**src/rtl/umips_pipe_stage.sv**
```systemverilog
`default_nettype none
// ============================================================================
// Module   : umips_pipe_stage
// Brief    : Parametrised inter-stage pipeline register for the umips core.
//            Carries data and control payloads with valid/ready handshake,
//            an optional one-entry skid buffer, flush and a stall counter.
// Revision : 1.0 - initial release
// ============================================================================
module umips_pipe_stage #(
    parameter int DATA_W = 64,
    parameter int CTRL_W = 16,
    parameter int SKID   = 1,
    parameter int CNT_W  = 16
) (
    input  logic              clk,
    input  logic              rst,
    input  logic              flush,
    input  logic              in_valid,
    output logic              in_ready,
    input  logic [DATA_W-1:0] in_data,
    input  logic [CTRL_W-1:0] in_ctrl,
    output logic              out_valid,
    input  logic              out_ready,
    output logic [DATA_W-1:0] out_data,
    output logic [CTRL_W-1:0] out_ctrl,
    output logic [1:0]        level,
    output logic [CNT_W-1:0]  stall_cnt
);

    // Main register M drives the outputs; skid register S holds overflow.
    logic              m_valid, s_valid;
    logic [DATA_W-1:0] m_data, s_data;
    logic [CTRL_W-1:0] m_ctrl, s_ctrl;
    logic [1:0]        level_q;
    logic [CNT_W-1:0]  stall_q;

    logic              m_valid_n, s_valid_n;
    logic [DATA_W-1:0] m_data_n, s_data_n;
    logic [CTRL_W-1:0] m_ctrl_n, s_ctrl_n;
    logic [1:0]        level_n;

    logic in_fire;
    logic out_fire;

    // With a skid buffer, in_ready comes straight from a flop; otherwise it
    // looks through to the downstream ready.
    generate
        if (SKID != 0) begin : g_skid
            assign in_ready = ~s_valid;
        end else begin : g_noskid
            assign in_ready = ~m_valid | out_ready;
        end
    endgenerate

    assign in_fire  = in_valid & in_ready;
    assign out_fire = m_valid & out_ready;

    // Next-state for M and S; any slot that goes invalid is loaded with zeros
    // so the outputs show a clean bubble without output gating.
    always_comb begin
        m_valid_n = m_valid;
        m_data_n  = m_data;
        m_ctrl_n  = m_ctrl;
        s_valid_n = s_valid;
        s_data_n  = s_data;
        s_ctrl_n  = s_ctrl;
        if (flush) begin
            m_valid_n = 1'b0;
            m_data_n  = '0;
            m_ctrl_n  = '0;
            s_valid_n = 1'b0;
            s_data_n  = '0;
            s_ctrl_n  = '0;
        end else if (SKID != 0) begin
            case ({m_valid, s_valid})
                2'b00: begin
                    if (in_fire) begin
                        m_valid_n = 1'b1;
                        m_data_n  = in_data;
                        m_ctrl_n  = in_ctrl;
                    end
                end
                2'b10: begin
                    if (in_fire && out_fire) begin
                        m_data_n = in_data;
                        m_ctrl_n = in_ctrl;
                    end else if (in_fire) begin
                        s_valid_n = 1'b1;
                        s_data_n  = in_data;
                        s_ctrl_n  = in_ctrl;
                    end else if (out_fire) begin
                        m_valid_n = 1'b0;
                        m_data_n  = '0;
                        m_ctrl_n  = '0;
                    end
                end
                2'b11: begin
                    if (out_fire) begin
                        m_data_n  = s_data;
                        m_ctrl_n  = s_ctrl;
                        s_valid_n = 1'b0;
                        s_data_n  = '0;
                        s_ctrl_n  = '0;
                    end
                end
                default: begin
                    // S-only is unreachable; hold.
                end
            endcase
        end else begin
            if (in_fire) begin
                m_valid_n = 1'b1;
                m_data_n  = in_data;
                m_ctrl_n  = in_ctrl;
            end else if (out_fire) begin
                m_valid_n = 1'b0;
                m_data_n  = '0;
                m_ctrl_n  = '0;
            end
        end
        level_n = {1'b0, m_valid_n} + {1'b0, s_valid_n};
    end

    // Entry registers and occupancy level.
    always_ff @(posedge clk) begin
        if (rst) begin
            m_valid <= 1'b0;
            m_data  <= '0;
            m_ctrl  <= '0;
            s_valid <= 1'b0;
            s_data  <= '0;
            s_ctrl  <= '0;
            level_q <= 2'd0;
        end else begin
            m_valid <= m_valid_n;
            m_data  <= m_data_n;
            m_ctrl  <= m_ctrl_n;
            s_valid <= s_valid_n;
            s_data  <= s_data_n;
            s_ctrl  <= s_ctrl_n;
            level_q <= level_n;
        end
    end

    // Saturating count of cycles the head entry waits on downstream.
    always_ff @(posedge clk) begin
        if (rst) begin
            stall_q <= '0;
        end else if (m_valid && !out_ready && (stall_q != {CNT_W{1'b1}})) begin
            stall_q <= stall_q + CNT_W'(1);
        end
    end

    assign out_valid = m_valid;
    assign out_data  = m_data;
    assign out_ctrl  = m_ctrl;
    assign level     = level_q;
    assign stall_cnt = stall_q;

endmodule
`default_nettype wire

```
**config.mk**
```make
export PLATFORM = sky130hd
export DESIGN_NAME = umips_pipe_stage
export DESIGN_NICKNAME = d
export VERILOG_FILES = /design/src/rtl/umips_pipe_stage.sv
export SDC_FILE = /design/constraint.sdc
export NUM_CORES = 1
export LEC_CHECK = 0
export ABC_AREA = 1
export BUFFER_PORTS_ARGS = -buffer_cell sky130_fd_sc_hd__clkbuf_2
export CORE_AREA = 2 2 128 130
export CTS_CLUSTER_SIZE = 20
export DETAILED_ROUTE_END_ITERATION = 10
export DIE_AREA = 0 0 130 132
export PLACE_DENSITY_LB_ADDON = 0.1
export SLEW_MARGIN = 20
export SYNTH_ARGS = -nofsm -noshare
export SYNTH_HDL_FRONTEND = slang
export SYNTH_SLANG_ARGS = --single-unit
```
**constraint.sdc**
```tcl
create_clock -name clk -period 2 [get_ports clk]
set_clock_uncertainty 0.05 [all_clocks]
set_input_delay 0.1 -clock clk [delete_from_list [all_inputs] [get_ports clk]]
set_output_delay 0.1 -clock clk [all_outputs]
set_load 0.02 [all_outputs]
```
# Word level (Yosys, flattened, before mapping)
# Index checks and enable logic that the tools add are counted.
[word_totals]
mem_bits_ro = 0
regBits = 180
wordCells = 59
output_inout_bits = 100
in_bits = 85
memories = 0
latch_bits = 0
ram_bits = 0
[op_classes]
n_mul = 0
n_eq_ne = 9
magnitude_cmp = 0
n_reduce_logical = 10
n_shift = 0
bitwise_logic = 3
n_addsub = 2
mux = 27
div = 0
[ops]
columns = ["cell", "n"]
rows = [
  ["2-to-1 mux 64 bit", 6],
  ["one-hot mux 64 bit (3 select lines)", 1],
  ["one-hot mux 64 bit (2 select lines)", 1],
  ["2-to-1 mux 16 bit", 6],
  ["one-hot mux 16 bit (3 select lines)", 1],
  ["one-hot mux 16 bit (2 select lines)", 1],
  ["adder 16 x 1 -> 16 bit, second input constant", 1],
  ["inequality test 16 bit, second input constant", 1],
  ["2-to-1 mux 1 bit", 9],
  ["inequality test 2 bit, second input constant", 4],
  ["inequality test 3 bit, second input constant", 2],
  ["AND reduction 5 bit", 1],
  ["== test 2 bit, second input constant", 2],
  ["one-hot mux 1 bit (2 select lines)", 2],
  ["AND reduction 4 bit", 1],
  ["logical AND 1 bit", 3],
  ["nonzero test 3 bit", 1],
  ["adder 1 x 1 -> 2 bit", 1],
  ["bitwise AND 1 bit", 2],
  ["zero test 2 bit", 1],
  ["nonzero test 2 bit", 1],
  ["OR reduction 2 bit", 1],
  ["zero test 1 bit", 1],
  ["inverter 1 bit", 1],
]

# Logic depth before layout (Yosys ltp)
[logic_depth]
ltp_word = 7
ltp_mapped = 9
ltp_nobuf = 9

# Worst setup path before layout
# Ideal clock, no wire load.
[synth_path]
path_type = "register to register"
startpoint = "register stall_q[0] (netlist: stall_cnt[0])"
endpoint = "register stall_q[11] (netlist: stall_cnt[11])"
t_arrival_ps = 1509
path_slack_ps = 309
path_buffers = 1
required_ps = 1818
path_stages_with_launch = 10
synth_period_minus_slack_ps = 1691
setup_time_ps = 132
cell_sequence = "dfxtp_1 -> ha_1 -> nand2_1 -> nor2_1 -> nand2_1 -> nor2_1 -> nor2_2 -> buf_2 -> nand2_1 -> a21oi_1"
[synth_via]
elab_chain_cells = 2
elab_cells_between_ends = 3
classes_between = "1 x add/sub; 1 x eq/ne; 1 x reduce/logical"
[synth_rtl]
columns = ["element", "line", "text"]
rows = [
  ["from (decl)", "35", "logic [CNT_W-1:0] stall_q;"],
  ["from (signal assigned)", "150", "stall_q <= stall_q + CNT_W'(1);"],
  ["branches (longest 2 deep; another with adder 16 x 1 -> 16 bit)", "n/a", ""],
]
# Parallel ways; which one is timed is not known.
# A chain may end at the register's enable or synchronous reset.

# Worst setup path in the final report
[layout_path]
startpoint = "register s_valid"
endpoint = "register s_data[45]"
[layout_via]
elab_chain_cells = 5
elab_cells_between_ends = 11
classes_between = "5 x eq/ne; 1 x mux; 2 x bitwise; 3 x reduce/logical"
[layout_rtl]
columns = ["element", "line", "text"]
rows = [
  ["from (decl)", "31", "logic m_valid, s_valid;"],
  ["from (signal assigned)", "138", "s_valid <= s_valid_n;"],
  ["inverter 1 bit", "49", "assign in_ready = ~s_valid;"],
  ["bitwise AND 1 bit", "55", "assign in_fire = in_valid & in_ready;"],
  ["logical AND 1 bit", "84", "if (in_fire && out_fire) begin"],
  ["inequality test 2 bit (no source line)", "n/a", ""],
  ["AND reduction 4 bit (no source line)", "n/a", ""],
  ["to (signal assigned)", "139", "s_data <= s_data_n;"],
  ["to (decl)", "32", "logic [DATA_W-1:0] m_data, s_data;"],
]
# Several ways; a longest one is shown, not always the timed one.

==> results.json <==
{
  "status": "complete, no violations",
  "syn_to_final_growth_pct": 36.22,
  "cts_tree": "done",
  "grt_max_degree": 85,
  "required_ps": 2300,
  "num_io_pins": 185,
  "p_clk_frac": 0.433,
  "path_class": "reg -> reg",
  "ys_warn_count": 0,
  "fin_crit_ps": 1796,
  "crit_fanout": 46,
  "layout-drive-gt1-share": 0.2040,
  "place_congestion": 0.8173,
  "synthFlopType": "dfxtp_1",
  "cp-startpoint": "s_valid",
  "cp_slowest_cell": "dfxtp_1",
  "fin_setup_tns_ps": 0,
  "dr.pass1.iters": 5,
  "final_nets": 1286,
  "die_x_um": 130,
  "hold_class": "in -> reg",
  "fin_crit_sh": 0.8979,
  "synth-edff-count": 0,
  "wire_per_inst_um": 14.31,
  "routed_wirelength_um": 20420,
  "dr.first_iter.drc_count": 578,
  "worst_slew_pin_slew_ps": 518.0,
  "synth_top_area_cell": "dfxtp_1",
  "core-area_um2": 15710,
  "regToRegStartpoint": "s_valid",
  "crit_path_end_kind": "flop",
  "antenna_found_initial": 0,
  "grt_pass1_wl_um": 33040,
  "clk_path_buf_depth": 2,
  "p_sw_w": 0.002029,
  "synth_seq_cells": 180,
  "cts_setup_buffers": 0,
  "power.density_nw_per_um2": 838.4,
  "syn_inst": 973,
  "crit_arrival_ps": 2090,
  "vias_per_cell": 5.126,
  "hpwl_um": 11820,
  "dieArea_um2": 17160,
  "path_common_cell": "nand2_1",
  "h-tree-depth": 4,
  "post-place-cells": 1316,
  "antenna_cells": 0,
  "setup_viol": 0,
  "start_util": 0.4599,
  "start_kind": "flop",
  "avgSynthCellArea_um2": 7.427,
  "worstHoldStart": "rst",
  "grt_overflow": 0,
  "grt_pass1_vias": 6677,
  "grt_usage": 0.2363,
  "port_buffers": 184,
  "critical_path.cell_chain": "inv_2, nand2_1, nand3_1, o21ai_1, inv_1, nand2_2, buf_12, nand2_1, a21oi_1",
  "ir_drop_uv": 547.2,
  "ys_top_cells_by_count": "298 x nand2_1, 180 x dfxtp_1, 92 x a21oi_1, 92 x nand3_1, 80 x a31oi_1",
  "vias": 7315,
  "p_seq_frac": 0.455,
  "power_frac_comb": 0.112,
  "die_y_um": 132,
  "synth.area.top_cells": "dfxtp_1 50%, nand2_1 15%, a31oi_1 6.9%",
  "cts-root-buf": "clkbuf_16",
  "syn_nets": 1060,
  "max_freq_ghz": 0.5569,
  "ant_nets": 0,
  "syn_area_um2": 7227,
  "worst_path_largest_cell_delay_ps": 370,
  "switching_share": 0.2459,
  "intPower_w": 0.006224,
  "cts.sinks": 180,
  "cts_buffers": 17,
  "rows": 46,
  "relSlewSlack": 0.6546,
  "drv_cap": 0,
  "clk_latency_ps": 420,
  "drv_slew": 0,
  "rsz0062_at_grt": "false",
  "seq_area_frac_synth": 0.4986,
  "yosysTopAreaCellShare": 0.4986,
  "num-fill-cells": 1439,
  "yosysUniqueCellTypes": 22,
  "finalHoldViolCount": 0,
  "clk_pin_slew_worst_paths_ps": 70,
  "async_flop_share": 0,
  "fin_cells": 1427,
  "leakagePower_nw": 3.948,
  "yosysMostFrequentCell": "nand2_1",
  "drc": 0
}
## path summary, 6_finish.rpt
check / endpoint / slack (ps) / cells after the start
setup / recovery: s_data[45] / 200 / 9
hold / removal: stall_cnt[7] / 40 / 2
setup reg to reg: s_data[45] / 200 / 9
hold reg to reg: s_data[58] / 410 / 2
## area by class of cell
type,instances,area [µm²],area share
flip-flops and latches,180,3603,0.3660
multi-input cells,695,3268,0.3320
repair buffers,283,1989,0.2021
clock buffers,19,452.9,0.04601
well taps,216,270.3,0.02745
clock inverters,12,177.7,0.01805
inverters,22,82.58,0.008388
## flip-flops by register name, indices dropped and copies added (netlist names)
| signal | flops |
|---|---|
| s_valid | 1 |
| level | 2 |
| stall_cnt | 16 |
| out_ctrl | 16 |
| out_valid | 1 |
| out_data | 64 |
| s_ctrl | 16 |
| s_data | 64 |
## logic make-up after synthesis
family          count (synthesis)  synth area share
compound gates                257            0.1937
xor+xnor                        6          0.007271
fa+ha+maj                       2          0.003462
buf+inv                        98           0.05471
flops                         180            0.4986
simple gates                  430            0.2422
## layout by cell type, fill, tap and decap left out, drive strengths merged, types with 2 or more instances in the layout
| cell type | count |
|---|---|
| a21oi | 93 |
| a31oi | 80 |
| buf | 19 |
| bufinv | 4 |
| clkbuf | 203 |
| clkinv | 3 |
| clkinvlp | 4 |
| dfxtp | 180 |
| dlygate4sd3 | 80 |
| ha | 2 |
| inv | 23 |
| nand2 | 298 |
| nand3 | 92 |
| nand4 | 5 |
| nor2 | 34 |
| o21ai | 83 |
| xnor2 | 2 |
| xor2 | 4 |
## metal layers
metal | global-route usage | vias up | part of all wire
met5 | 0 | - | 0
met4 | 0.06213 | 0 | 0.010
met3 | 0.05560 | 13 | 0.048
met2 | 0.3854 | 186 | 0.49
met1 | 0.3140 | 3363 | 0.45
li1 | - | 3753 | -
## critical path, delay by kind of cell, from the launching register on
kind | cells | cell delay, ps
buf+inv | 3 | 390
compound gates | 2 | 350
simple gates | 4 | 540
flops | 1 | 370
## timing repair
action / in CTS / in global routing
hold buffers: 80 / 0
setup endpoints to repair: 0 / 3
gates resized for setup: 0 / 1
endpoints found under the hold margin: 160 / 0
## power groups by stage
stage | combinational [W] | sequential (W) | clock (W)
after global routing | 0.00101 | 0.00377 | 0.00380
after global placement | 0.000794 | 0.00384 | 0
after detailed placement | 0.000802 | 0.00384 | 0
after floorplan | 0.000358 | 0.00393 | 0
final | 0.000924 | 0.00376 | 0.00357
after CTS | 0.000927 | 0.00376 | 0.00363
## stage by stage
stage               hold WS, ps  instance area (µm²)  power, W  worst slack, ps    util
floorplan                 119.1                 7227  0.004293            309.2       -
global placement          316.9                 8408  0.004630            260.6  0.5351
detailed placement        320.6                 8408  0.004637            219.6  0.5351
CTS                       21.36                 9839  0.008308            181.4  0.6262
global route              42.64                 9844  0.008577            53.55  0.6265
finish                    41.45                 9844  0.008254            204.2  0.6265
(Power assumes the default switching activity.)
